===== src/rtl/data_mem_ctrl.sv =====
// Load/store controller between the core data port and a word-organised synchronous RAM.
// Optional build macro MISALIGN_TRAP_EN: reject misaligned H/W accesses instead of aligning them.
module data_mem_ctrl #(
    parameter int AW = 10
) (
    input  logic          clk,
    input  logic          rst,
    input  logic          MemRead,
    input  logic          MemWrite,
    input  logic [2:0]    funct3,
    input  logic [31:0]   dAdress,
    input  logic [31:0]   dWriteData,
    output logic [31:0]   dReadData,
    output logic          done,
    output logic          busy,
    output logic          fault,
    output logic [AW-1:0] ram_addr,
    output logic          ram_re,
    output logic          ram_we,
    output logic [3:0]    ram_be,
    output logic [31:0]   ram_wdata,
    input  logic [31:0]   ram_rdata
);

    typedef enum logic [1:0] {IDLE, ACCESS, CAPTURE, DONE} state_t;

    state_t        r_state;
    logic [1:0]    r_lane;
    logic [2:0]    r_funct3;
    logic          r_isLoad;
    logic [31:0]   r_dReadData;
    logic          r_done;
    logic          r_fault;
    logic [AW-1:0] r_ramAddr;
    logic          r_ramRe;
    logic          r_ramWe;
    logic [3:0]    r_ramBe;
    logic [31:0]   r_ramWdata;

    logic          w_request;
    logic          w_isByte;
    logic          w_isHalf;
    logic          w_isWord;
    logic          w_illegal;
    logic          w_misaligned;
    logic          w_reject;
    logic [1:0]    w_lane;
    logic [3:0]    w_be;
    logic [31:0]   w_wdata;
    logic [31:0]   w_shifted;
    logic [31:0]   w_loadValue;
    logic          w_unusedBits;

    assign w_request = MemRead | MemWrite;
    assign w_isByte  = (funct3[1:0] == 2'b00);
    assign w_isHalf  = (funct3[1:0] == 2'b01);
    assign w_isWord  = (funct3 == 3'b010);

    // Encodings 011/111 share low bits 11; 110 is the only other unused code.
    assign w_illegal = (MemRead & MemWrite) | (funct3[1:0] == 2'b11) |
                       (funct3 == 3'b110) | (MemWrite & funct3[2]);

`ifdef MISALIGN_TRAP_EN
    assign w_misaligned = (w_isHalf & dAdress[0]) | (w_isWord & (|dAdress[1:0]));
    assign w_lane       = dAdress[1:0];
`else
    assign w_misaligned = 1'b0;
    assign w_lane       = {dAdress[1] & ~w_isWord, dAdress[0] & w_isByte};
`endif

    assign w_reject = w_illegal | w_misaligned;

    always_comb begin
        w_be    = 4'b1111;
        w_wdata = dWriteData;
        if (w_isByte) begin
            w_be    = 4'b0001 << w_lane;
            w_wdata = {4{dWriteData[7:0]}};
        end else if (w_isHalf) begin
            w_be    = w_lane[1] ? 4'b1100 : 4'b0011;
            w_wdata = {2{dWriteData[15:0]}};
        end
    end

    // Halfword lanes are always even, so one byte-granular shift serves B and H.
    assign w_shifted = ram_rdata >> {r_lane, 3'b000};

    always_comb begin
        w_loadValue = ram_rdata;
        case (r_funct3[1:0])
            2'b00:   w_loadValue = {{24{w_shifted[7] & ~r_funct3[2]}}, w_shifted[7:0]};
            2'b01:   w_loadValue = {{16{w_shifted[15] & ~r_funct3[2]}}, w_shifted[15:0]};
            default: w_loadValue = ram_rdata;
        endcase
    end

    assign w_unusedBits = ^{dAdress[31:AW+2], w_shifted[31:16]};

    always_ff @(posedge clk) begin
        if (rst) begin
            r_state     <= IDLE;
            r_lane      <= '0;
            r_funct3    <= '0;
            r_isLoad    <= 1'b0;
            r_dReadData <= '0;
            r_done      <= 1'b0;
            r_fault     <= 1'b0;
            r_ramAddr   <= '0;
            r_ramRe     <= 1'b0;
            r_ramWe     <= 1'b0;
            r_ramBe     <= '0;
            r_ramWdata  <= '0;
        end else begin
            case (r_state)
                IDLE: begin
                    if (w_request) begin
                        r_lane      <= w_lane;
                        r_funct3    <= funct3;
                        r_isLoad    <= MemRead;
                        r_dReadData <= '0;
                        if (w_reject) begin
                            r_done  <= 1'b1;
                            r_fault <= 1'b1;
                            r_state <= DONE;
                        end else begin
                            r_ramAddr  <= dAdress[AW+1:2];
                            r_ramBe    <= w_be;
                            r_ramWdata <= w_wdata;
                            r_ramRe    <= MemRead;
                            r_ramWe    <= MemWrite;
                            r_state    <= ACCESS;
                        end
                    end
                end
                ACCESS: begin
                    r_ramRe <= 1'b0;
                    r_ramWe <= 1'b0;
                    if (r_isLoad) begin
                        r_state <= CAPTURE;
                    end else begin
                        r_done  <= 1'b1;
                        r_state <= DONE;
                    end
                end
                CAPTURE: begin
                    r_dReadData <= w_loadValue;
                    r_done      <= 1'b1;
                    r_state     <= DONE;
                end
                DONE: begin
                    r_done      <= 1'b0;
                    r_fault     <= 1'b0;
                    r_dReadData <= '0;
                    r_state     <= IDLE;
                end
                default: r_state <= IDLE;
            endcase
        end
    end

    assign busy      = (r_state != IDLE);
    assign dReadData = r_dReadData;
    assign done      = r_done;
    assign fault     = r_fault;
    assign ram_addr  = r_ramAddr;
    assign ram_re    = r_ramRe;
    assign ram_we    = r_ramWe;
    assign ram_be    = r_ramBe;
    assign ram_wdata = r_ramWdata;

endmodule


===== config.mk =====
export PLATFORM = sky130hd
export DESIGN_NAME = data_mem_ctrl
export DESIGN_NICKNAME = d
export VERILOG_FILES = /design/src/rtl/data_mem_ctrl.sv
export SDC_FILE = /design/constraint.sdc
export NUM_CORES = 1
export LEC_CHECK = 0
export ABC_AREA = 1
export CELL_PAD_IN_SITES_DETAIL_PLACEMENT = 1
export CELL_PAD_IN_SITES_GLOBAL_PLACEMENT = 1
export CORE_ASPECT_RATIO = 1.1
export CORE_MARGIN = 3
export CORE_UTILIZATION = 26
export CTS_CLUSTER_DIAMETER = 100
export DETAILED_ROUTE_END_ITERATION = 6
export PLACE_DENSITY_LB_ADDON = 0.12
export SLEW_MARGIN = 20
export SYNTH_ARGS = -nofsm -noshare
export SYNTH_HDL_FRONTEND = slang
export SYNTH_SLANG_ARGS = --single-unit

===== constraint.sdc =====
create_clock -name clk -period 1.6 [get_ports clk]
set_clock_uncertainty 0.05 [all_clocks]
set_input_delay 0.32 -clock clk [delete_from_list [all_inputs] [get_ports clk]]
set_output_delay 0.32 -clock clk [all_outputs]
set_load 0.05 [all_outputs]

# Yosys cells after proc, flatten, opt, wreduce, memory -nomap -nowiden
# Index checks and enable logic that the tools add are counted.
# totals
ff_bits,90
in_bits,103
out_inout_bits,83
elab_cells,75
# classes
n_eq_ne,12
shift,2
muxes,23
bitwise,13
reduce_logical,13
# op_table
op,n
2-to-1 mux 32 bit,3
one-hot mux 32 bit (3 select lines),1
one-hot mux 32 bit (2 select lines),1
right shift 32 x 5 -> 16 bit,1
2-to-1 mux 4 bit,3
AND reduction 3 bit,4
2-to-1 mux 1 bit,8
inequality test 2 bit (second input constant),4
one-hot mux 2 bit (4 select lines),1
bitwise AND 1 bit,6
equality test 2 x 1 -> 1 bit (second input constant),3
equality test 2 bit (second input constant),3
zero test 2 bit,3
one-hot mux 1 bit (2 select lines),3
nonzero test 2 bit,3
2-to-1 mux 2 bit,2
bitwise OR 1 bit,4
one-hot mux 1 bit (4 select lines),1
AND reduction 2 bit,2
left shift 1 x 2 -> 4 bit (first input constant),1
equality test 3 x 2 -> 1 bit (second input constant),1
equality test 3 bit (second input constant),1
NOT 1 bit,3
nonzero test 3 bit,1

# Logic depth before layout (Yosys ltp)
# Gate-level depths: netlist (run 1).
# logic_depth
ltp_word,7
depth_mapped,10
mapped_depth_nobuf,9

# Worst setup path before layout (run 1)
# Ideal clock, no wire load.
# synth_path
path_type,flip-flop to flip-flop
start,register r_state[1]
end,"register r_ramBe[0], in the netlist ram_be[0]"
setup_time_ns,0.125
t_arrival_ns,1.616
required_time_ns,1.425
setup_slack_ns,-0.192
stages_incl_launch_ff,10
path_buffers,2
period_less_slack_ns,1.792
path_cell_list,dfxtp_1 -> inv_1 -> ha_1 -> inv_2 -> nor2_8 -> inv_2 -> nor2_4 -> buf_4 -> buf_4 -> a31oi_1
# synth_via
elab_chain_cells,2
# synth_lines
element,line_no,source
from (decl),27,state_t r_state;
from (signal assigned),101,r_state <= IDLE;
from (signal assigned),124,r_state <= DONE;
from (signal assigned),131,r_state <= ACCESS;
zero test 2 bit,114,case (r_state)
AND reduction 3 bit (no line),-,
to (signal assigned),127,r_ramBe <= w_be;
to (decl),37,logic [3:0] r_ramBe;
# Every way passes these cells.
# A chain may end at the register's enable or synchronous reset.

# Final worst setup path (run 1)
# layout_path
start,register r_state[0]
end,"register r_ramWdata[6], in the netlist ram_wdata[6]"
# layout_via
elab_chain_cells,2
# layout_lines
element,line_no,source
zero test 2 bit,114,
AND reduction 3 bit (no line),-,
to (signal assigned),128,r_ramWdata <= w_wdata;
to (decl),38,logic [31:0] r_ramWdata;
# Every way passes these cells.

==> impl_results.md, run 1 <==
- Outcome: finished, final reports clean
- Final Instance Area: 7651 um2
- TritonCTS buffer count: 9
- CP endpoint kind: flop
- Die area: about 18000 um2
- P&R area growth vs syn: 77.87%
- Final Cycle Share: 97.08%
- Syn nets: roughly 730
- Syn. warnings: 0
- Final Util: between 40 and 50%
- Sum of negative setup slack: 0 ps
- R2R Setup Slk: about 47 ps
- CTS H-tree lvls: 3
- # hold bufs at CTS: 0
- ANT nets after route: 0
- VDD IR max: 0.6380 mV
- Starting Density: 26.93%
- Area share of the largest cell type after synthesis: 41.88%
- Worst slew margin: 69.79%
- Gr usage total: around a fifth
- Largest family of logic cells by synthesized area: simple AND/OR/NAND/NOR gates
- Post-synth EDFFs: 0
- Top cell type by total area after synthesis: dfxtp_1
- CP Launch Type: flop
- Most common cell in the netlist: nand2_1
- Skew-Pair Late Insertion Delay: 350 ps
- Total grt overflow: 0
- Post-DP HPWL: 13150 um
- Type of the worst min-delay path: in2reg
- Final net count: 931
- Final setup viols: 0
- Dpl ws: -453.3 ps
- Final estimated routing congestion in global placement: 0.8301
- Xor/xnor share of the synthesized area: 0%
- Data required, critical path: between 1500 and 2000 ps
- Worst Setup SP: r_state[0]
- Mapped Cells: 625
- Post-synth top cells: nand2_1, dfxtp_1, nor2_1
- CTS Buffer Depth: 2
- Residual DRC: 0
- Lkg Pwr: 3.244 nW
- Synth Area in Compound Gates: 20.83%
- Row count: 48
- Die Ht: 140.9 um
- Layout cells sized above 1: 23.49%
- Number of max-cap violations: 0
- Final wirelength: 18230 um
- Post-synthesis average cell area: about 6.9 um2
- R2r endpoint: ram_wdata[6]
- Via Count: 4953
- Worst path arrival time: 1740 ps
- Crit-path max FO: 7
- Slew Viols, Final: 0
- Number of DRC markers in iteration 0: 262
- Power Density: 1444 nW/um2
- Synthesized area: 4302 um2
- Worst setup margin: 46.71 ps
- RR Startpoint: r_state[0]
- First-pass GRT wire length: approximately 28000 um
- Worst-margin pin slew: 453.1 ps
- CTS clk-pin slew, worst paths: 60 ps
- WL per Instance: 17.77 um
- Yosys reg bits: 90
- TritonCTS clock tree: done
- Antenna violations before repair: 0
- Post-Synth Simple-Gate Area: a little over a quarter
- Number of global-route vias before repair: 5313
- Setup CP Type: reg2reg
- Core area: between 15000 and 20000 um2
- Seq/Total Area, Yosys: a little over two fifths
- Synth Flop Type: dfxtp_1
- Port Buf Inserts: 165
- CP Capture Point: ram_wdata[6]
- Fmax: 643.8 MHz
- Synth Area in Adders: 1.745%
- RSZ-0062 raised after global routing: yes
- CTS root buffer: clkbuf_16
- R2R cell count: 11
- Die Wd: 128.6 um
- Pin count of the biggest net entering global routing: 38
- Fraction of registers with async set/reset: 0%
- Mux contribution to synthesized area: 0.2327%
- Min Hold Slack: 309.4 ps
- Min Clock Period, post-route: ~1600 ps
- I/O pins: 186
- Vias per cell: 4.827
- CTS sink count: 90
- Distinct cells, synth: 29
- Synth area leaders: dfxtp_1, nand2_1, a21oi_1
- DRT Pass-1 Iters: 4
- Placed Area: 7054 um2
- ANT cells: 0
- Final hold viol count: 0
-- report_power, final --
part	internal [mW]	total (mW)	leakage (nW)	switching, mW
clock network	1.25	2.17	0.146	0.922
registers	2.65	3.07	0.737	0.416
logic	2.52	5.80	2.36	3.28
total	6.43	11.0	3.24	4.62
-- kinds of logic after synthesis --
logic type               after synthesis
adder cells (fa/ha/maj)                6
AND/OR/NAND/NOR                      280
flip-flops                            90
buffers and inverters                 81
AO/OA/AOI/OAI                        167
multiplexers                           1
-- layout make-up --
type	count	area (um2)
fill	1916	8324
timing repair buffer	222	2888
multi-input combinational	454	2226
sequential	90	1805
tap	200	250.2
clock buffer	11	242.7
inverter	45	186.4
clock inverter	4	52.55
-- worst min-delay path by stage --
stage                        from       endpoint  cells past startpoint
floorplan                r_isLoad       r_isLoad                      2
global placement    dReadData[13]  dReadData[13]                      2
global route            funct3[2]    r_funct3[2]                      3
finish                  funct3[2]    r_funct3[2]                      3
CTS                      MemWrite         ram_we                      3
detailed placement  dReadData[13]  dReadData[13]                      2
-- placed cells by master (no fill, tap or decap), types with 25 or more instances in the layout --
cell,instances
buf_12,72
clkdlybuf4s50_1,78
nor2_1,69
inv_1,35
buf_4,56
o21ai_0,38
o21ai_1,25
nand2_1,162
dfxtp_1,87
a21oi_1,59
nand3_1,31
-- timing repair --
item                       in CTS  in global routing
setup buffers                   3                  3
pin swaps                       3                  7
setup endpoints to repair      75                 75
gates resized for setup        10                 38
cloned                          2                  4
-- worst max-delay path, cell delays in order, from the launching register on --
cell and delay, ps:
dfxtp_2 350, inv_2 50, ha_4 180, inv_6 90, nor2_8 40, inv_4 60
nor2_4 40, buf_6 130, buf_12 130, buf_16 140, o21ai_1 140, nor2_1 50
-- metrics by stage --
step                      cells  total power, mW
after floorplan             625            5.989
after global placement      999            8.410
after detailed placement    999            8.547
after CTS                  1019            10.91
after global routing       1026            11.67
final                      1026            11.04
-- routing by layer --
| layer | GRT usage, % | wire length, um |
|---|---|---|
| met5 | 0 | 0 |
| met2 | 35.13 | 9347 |
| met4 | 5.583 | 484 |
| met3 | 5.570 | 1190 |
| met1 | 21.68 | 7210 |
-- registers in the layout, summed over array words and instances (netlist names) --
register,count
ram_we,1
r_state,2
done,1
ram_be,4
r_lane,2
r_funct3,3
r_isLoad,1
ram_wdata,32
fault,1
ram_re,1
ram_addr,10
dReadData,32
No activity file was read; power rests on OpenSTA's default activity.
==> run 2: changes to the inputs <==
--- a/config.mk
+++ b/config.mk
@@ -5,12 +5,11 @@
 export SDC_FILE = /design/constraint.sdc
 export NUM_CORES = 1
 export LEC_CHECK = 0
-export ABC_AREA = 1
 export CELL_PAD_IN_SITES_DETAIL_PLACEMENT = 1
 export CELL_PAD_IN_SITES_GLOBAL_PLACEMENT = 1
 export CORE_ASPECT_RATIO = 1.1
 export CORE_MARGIN = 3
-export CORE_UTILIZATION = 26
+export CORE_UTILIZATION = 28
 export CTS_CLUSTER_DIAMETER = 100
 export DETAILED_ROUTE_END_ITERATION = 6
 export PLACE_DENSITY_LB_ADDON = 0.12
==> run 2 against run 1 <==
The run now ends with negative setup slack left. Die area is 1.1% higher. Fmax fell by 13%. Combinational power rose by 28%. Routed wire length grew 6.8%. Via count grew 3.8%. Critical endpoint is now busy. Largest power group unchanged.
==> impl_results.md, run 2 <==
- Outcome: finished with violations
- Violated checks: negative setup slack
- Syn. warnings: 0 (unchanged)
- Fraction of registers with async set/reset: 0% (unchanged)
- Post-DP HPWL: 13750 um (+4.6%)
- CTS Buffer Depth: 2 (unchanged)
- Min-Delay Endpoint: ram_addr[5]
- Residual DRC: 0 (unchanged)
- Syn nets: 663 (-9.7%)
- TritonCTS clock tree: done
- ANT cells: 0 (unchanged)
- Via Count: 5141 (+3.8%)
- Port Buf Inserts: 165 (unchanged)
- Yosys reg bits: 90 (unchanged)
- Hold Startpoint: ram_addr[5]
- Number of global-route vias before repair: 5523 (+4.0%)
- Total grt overflow: 0 (unchanged)
- VDD IR max: 0.7648 mV (+20%)
- Seq/Total Area, Yosys: 38.46% (-3.4 points)
- CTS root buffer: clkbuf_16
- Post-synthesis average cell area: 8.456 um2 (+23%)
- Data required, critical path: 1230 ps (-560 ps)
- Uppermost layer routed: met5
- Pin count of the biggest net entering global routing: 59 (+55%)
- # hold bufs at CTS: 0 (unchanged)
- Fmax: 561.8 MHz (-13%)
- Crit-path max FO: 4 (-3)
- Final Cycle Share: 111.2% (+14 points)
- Distinct cells, synth: 52 (+79%)
- Die Ht: 141.7 um (+0.54%)
- CP cell instances: inv_4 > ha_4 > buf_6 > clkinvlp_4 > buf_12 > buf_12
- RSZ-0062 raised after global routing: yes
- Antenna violations before repair: 2 (+2)
- RR Startpoint: r_state[1]
- TritonCTS buffer count: 9 (unchanged)
- CTS clk-pin slew, worst paths: 60 ps (about the same)
- Final hold viol count: 0 (unchanged)
- Final estimated routing congestion in global placement: 0.8517 (+2.6%)
- Setup CP Type: reg2out
- Synth Area in Compound Gates: 29.35% (+8.5 points)
- Worst slew margin: 64.63% (-5.2 points)
- Dpl ws: -624.2 ps (-170.8 ps)
- Final net count: 863 (-7.3%)
- CTS sink count: 90 (unchanged)
- Skew-Pair Late Insertion Delay: 350 ps (about the same)
- CTS H-tree lvls: 3 (unchanged)
- CP Launch Type: flop
- Vias per cell: 5.366 (+11%)
- Lkg Pwr: 3.119 nW (-3.9%)
- Number of DRC markers in iteration 0: 204 (-22%)
- Final wirelength: 19480 um (+6.8%)
- Top cell type by total area after synthesis: dfxtp_1
- CP endpoint kind: output port
- First-pass GRT wire length: 29900 um (+7.9%)
- Post-synth top cells: dfxtp_1, a21oi_1, nand2_1
- WL per Instance: 20.33 um (+14%)
- Top cell by count, worst path: buf_12
- CP max stage delay: 360 ps (about the same)
- Total chip power: 12.74 mW (+15%)
- Final setup viols: 43 (+43)
- Gr usage total: 20.79% (+1.5 points)
- Worst setup margin: -179.9 ps (-226.6 ps)
- Type of the worst min-delay path: reg2reg
- Met3 wire length: 1361 um (+14%)
- Post-synth EDFFs: 0 (unchanged)
- Commonest non-fill, non-tap cells in the layout: dfxtp_1, buf_12, a21oi_1
- Synth area leaders: dfxtp_1, a21oi_1, mux2i_1
- Number of max-cap violations: 0 (unchanged)
- I/O pins: 186 (unchanged)
- Min Clock Period, post-route: 1780 ps (+226.6 ps)
- Largest family of logic cells by synthesized area: compound AO/OA/AOI/OAI gates
- R2r endpoint: dReadData[20]
- Post-Synth Simple-Gate Area: 16.61% (-11 points)
- P&R area growth vs syn: 79.03%
- R2R Setup Slk: -110 ps (-160 ps)
- Synth Area in Adders: 1.603% (-0.14 points)
- Starting Density: 29.21% (+2.3 points)
- R2R cell count: 8 (-3)
- Synth Flop Type: dfxtp_1
- DRT Pass-1 Iters: 5 (+1)
- Row count: 48 (unchanged)
- Worst-margin pin slew: 529.4 ps (+76.34 ps)
- CP max stage cell: dfxtp_4
- Worst path arrival time: 1410 ps (-330 ps)
- Core area: 16040 um2 (+0.38%)
- Mux contribution to synthesized area: 6.063% (+5.8 points)
- Mapped Cells: 554 (-11%)
- Layout cells sized above 1: 34.17% (+11 points)
- Power Density: 1519 nW/um2 (+5.2%)
- ANT nets after route: 0 (unchanged)
- Die Wd: 129.3 um (+0.53%)
- Wl on met1: 7500 um (+4.0%)
- Slew Viols, Final: 0 (unchanged)
- Xor/xnor share of the synthesized area: 0.5342% (+0.53 points)
- Met2 Wirelength: 10200 um (+9.2%)
- Die area: 18320 um2 (+1.1%)
- Synthesized area: 4684 um2 (+8.9%)
- Most common cell in the netlist: dfxtp_1
- Area share of the largest cell type after synthesis: 38.46% (-3.4 points)
- Commonest non-fill, non-tap cell in the layout: dfxtp_1
- Worst Setup SP: r_state[1]
- WHS Path Cells: 2 (-1)
==> run 2: cell count changes in the layout (fill, tap and decap cells not counted), moves of 8 or more <==
cell       previous run  this run
o21ai_0              38        13
nor3_1                1        21
a211oi_2              0         8
buf_4                56        70
mux2i_1               1        25
inv_1                35         7
nand3_1              31        43
o2111ai_1             0         8
a21oi_1              59        75
a31oi_1              20         1
nand2_1             162        45
nor2_1               69         8
==> run 2: critical path: cells and delay by family (launching register included) <==
kind	cells	cell delay, ps
buffers and inverters	5	550
DFF	1	360
adders and majority gates	1	140
==> run 2: area by class of cell <==
| type | count | area (um2) |
|---|---|---|
| tap | 200 | 250.2 |
| sequential | 90 | 1808 |
| multi-input combinational | 395 | 2836 |
| timing repair buffer | 247 | 3156 |
| clock buffer | 12 | 246.5 |
| inverter | 11 | 50.05 |
| fill | 1758 | 7649 |
| clock inverter | 3 | 40.04 |
==> run 2: worst max path at each step <==
stage,to,slack (ps),depth (start not counted)
floorplan,dReadData[14],-80,9
global placement,dReadData[8],-560,6
detailed placement,dReadData[11],-620,7
CTS,busy,-180,6
global route,dReadData[20],-240,8
finish,busy,-180,6
==> run 2: cell families after synthesis <==
| family | Yosys count |
|---|---|
| AOI/OAI and AO/OA | 211 |
| xor gates and xnor gates | 2 |
| adders and majority gates | 6 |
| buffers and inverters | 69 |
| DFF | 90 |
| muxes | 27 |
| and+or+nand+nor | 149 |
==> run 2: through the flow <==
stage / util, % / hold WS, ps / setup TNS (ps) / cell area (um2) / cells
after detailed placement: 47.29 / 420.6 / -45790 / 7584 / 924
after global placement: 47.29 / 413.0 / -41580 / 7584 / 924
after global routing: 52.30 / 442.6 / -8111 / 8387 / 958
final: 52.30 / 420.3 / -2747 / 8387 / 958
after floorplan: - / 398.7 / -750.7 / 4765 / 554
after CTS: 50.75 / 429.7 / -3047 / 8138 / 951
==> run 2: what timing repair did <==
item / CTS / global route
pin swaps: 9 / 32
resized for setup: 44 / 63
cloned: 3 / 3
endpoints found under the setup margin: 85 / 88
setup buffers: 11 / 7
==> run 2: power by group <==
group | total (mW) | leakage [nW] | internal [mW] | switching (mW)
combinational | 7.44 | 2.24 | 3.37 | 4.07
sequential | 3.16 | 0.735 | 2.68 | 0.474
clock | 2.14 | 0.142 | 1.24 | 0.897
==> run 2: per-layer routing <==
layer	GRT usage, %	up-vias
li1	-	2448
met1	23.65	2507
met2	37.25	150
met3	6.250	32
met4	6.081	4
met5	0	-
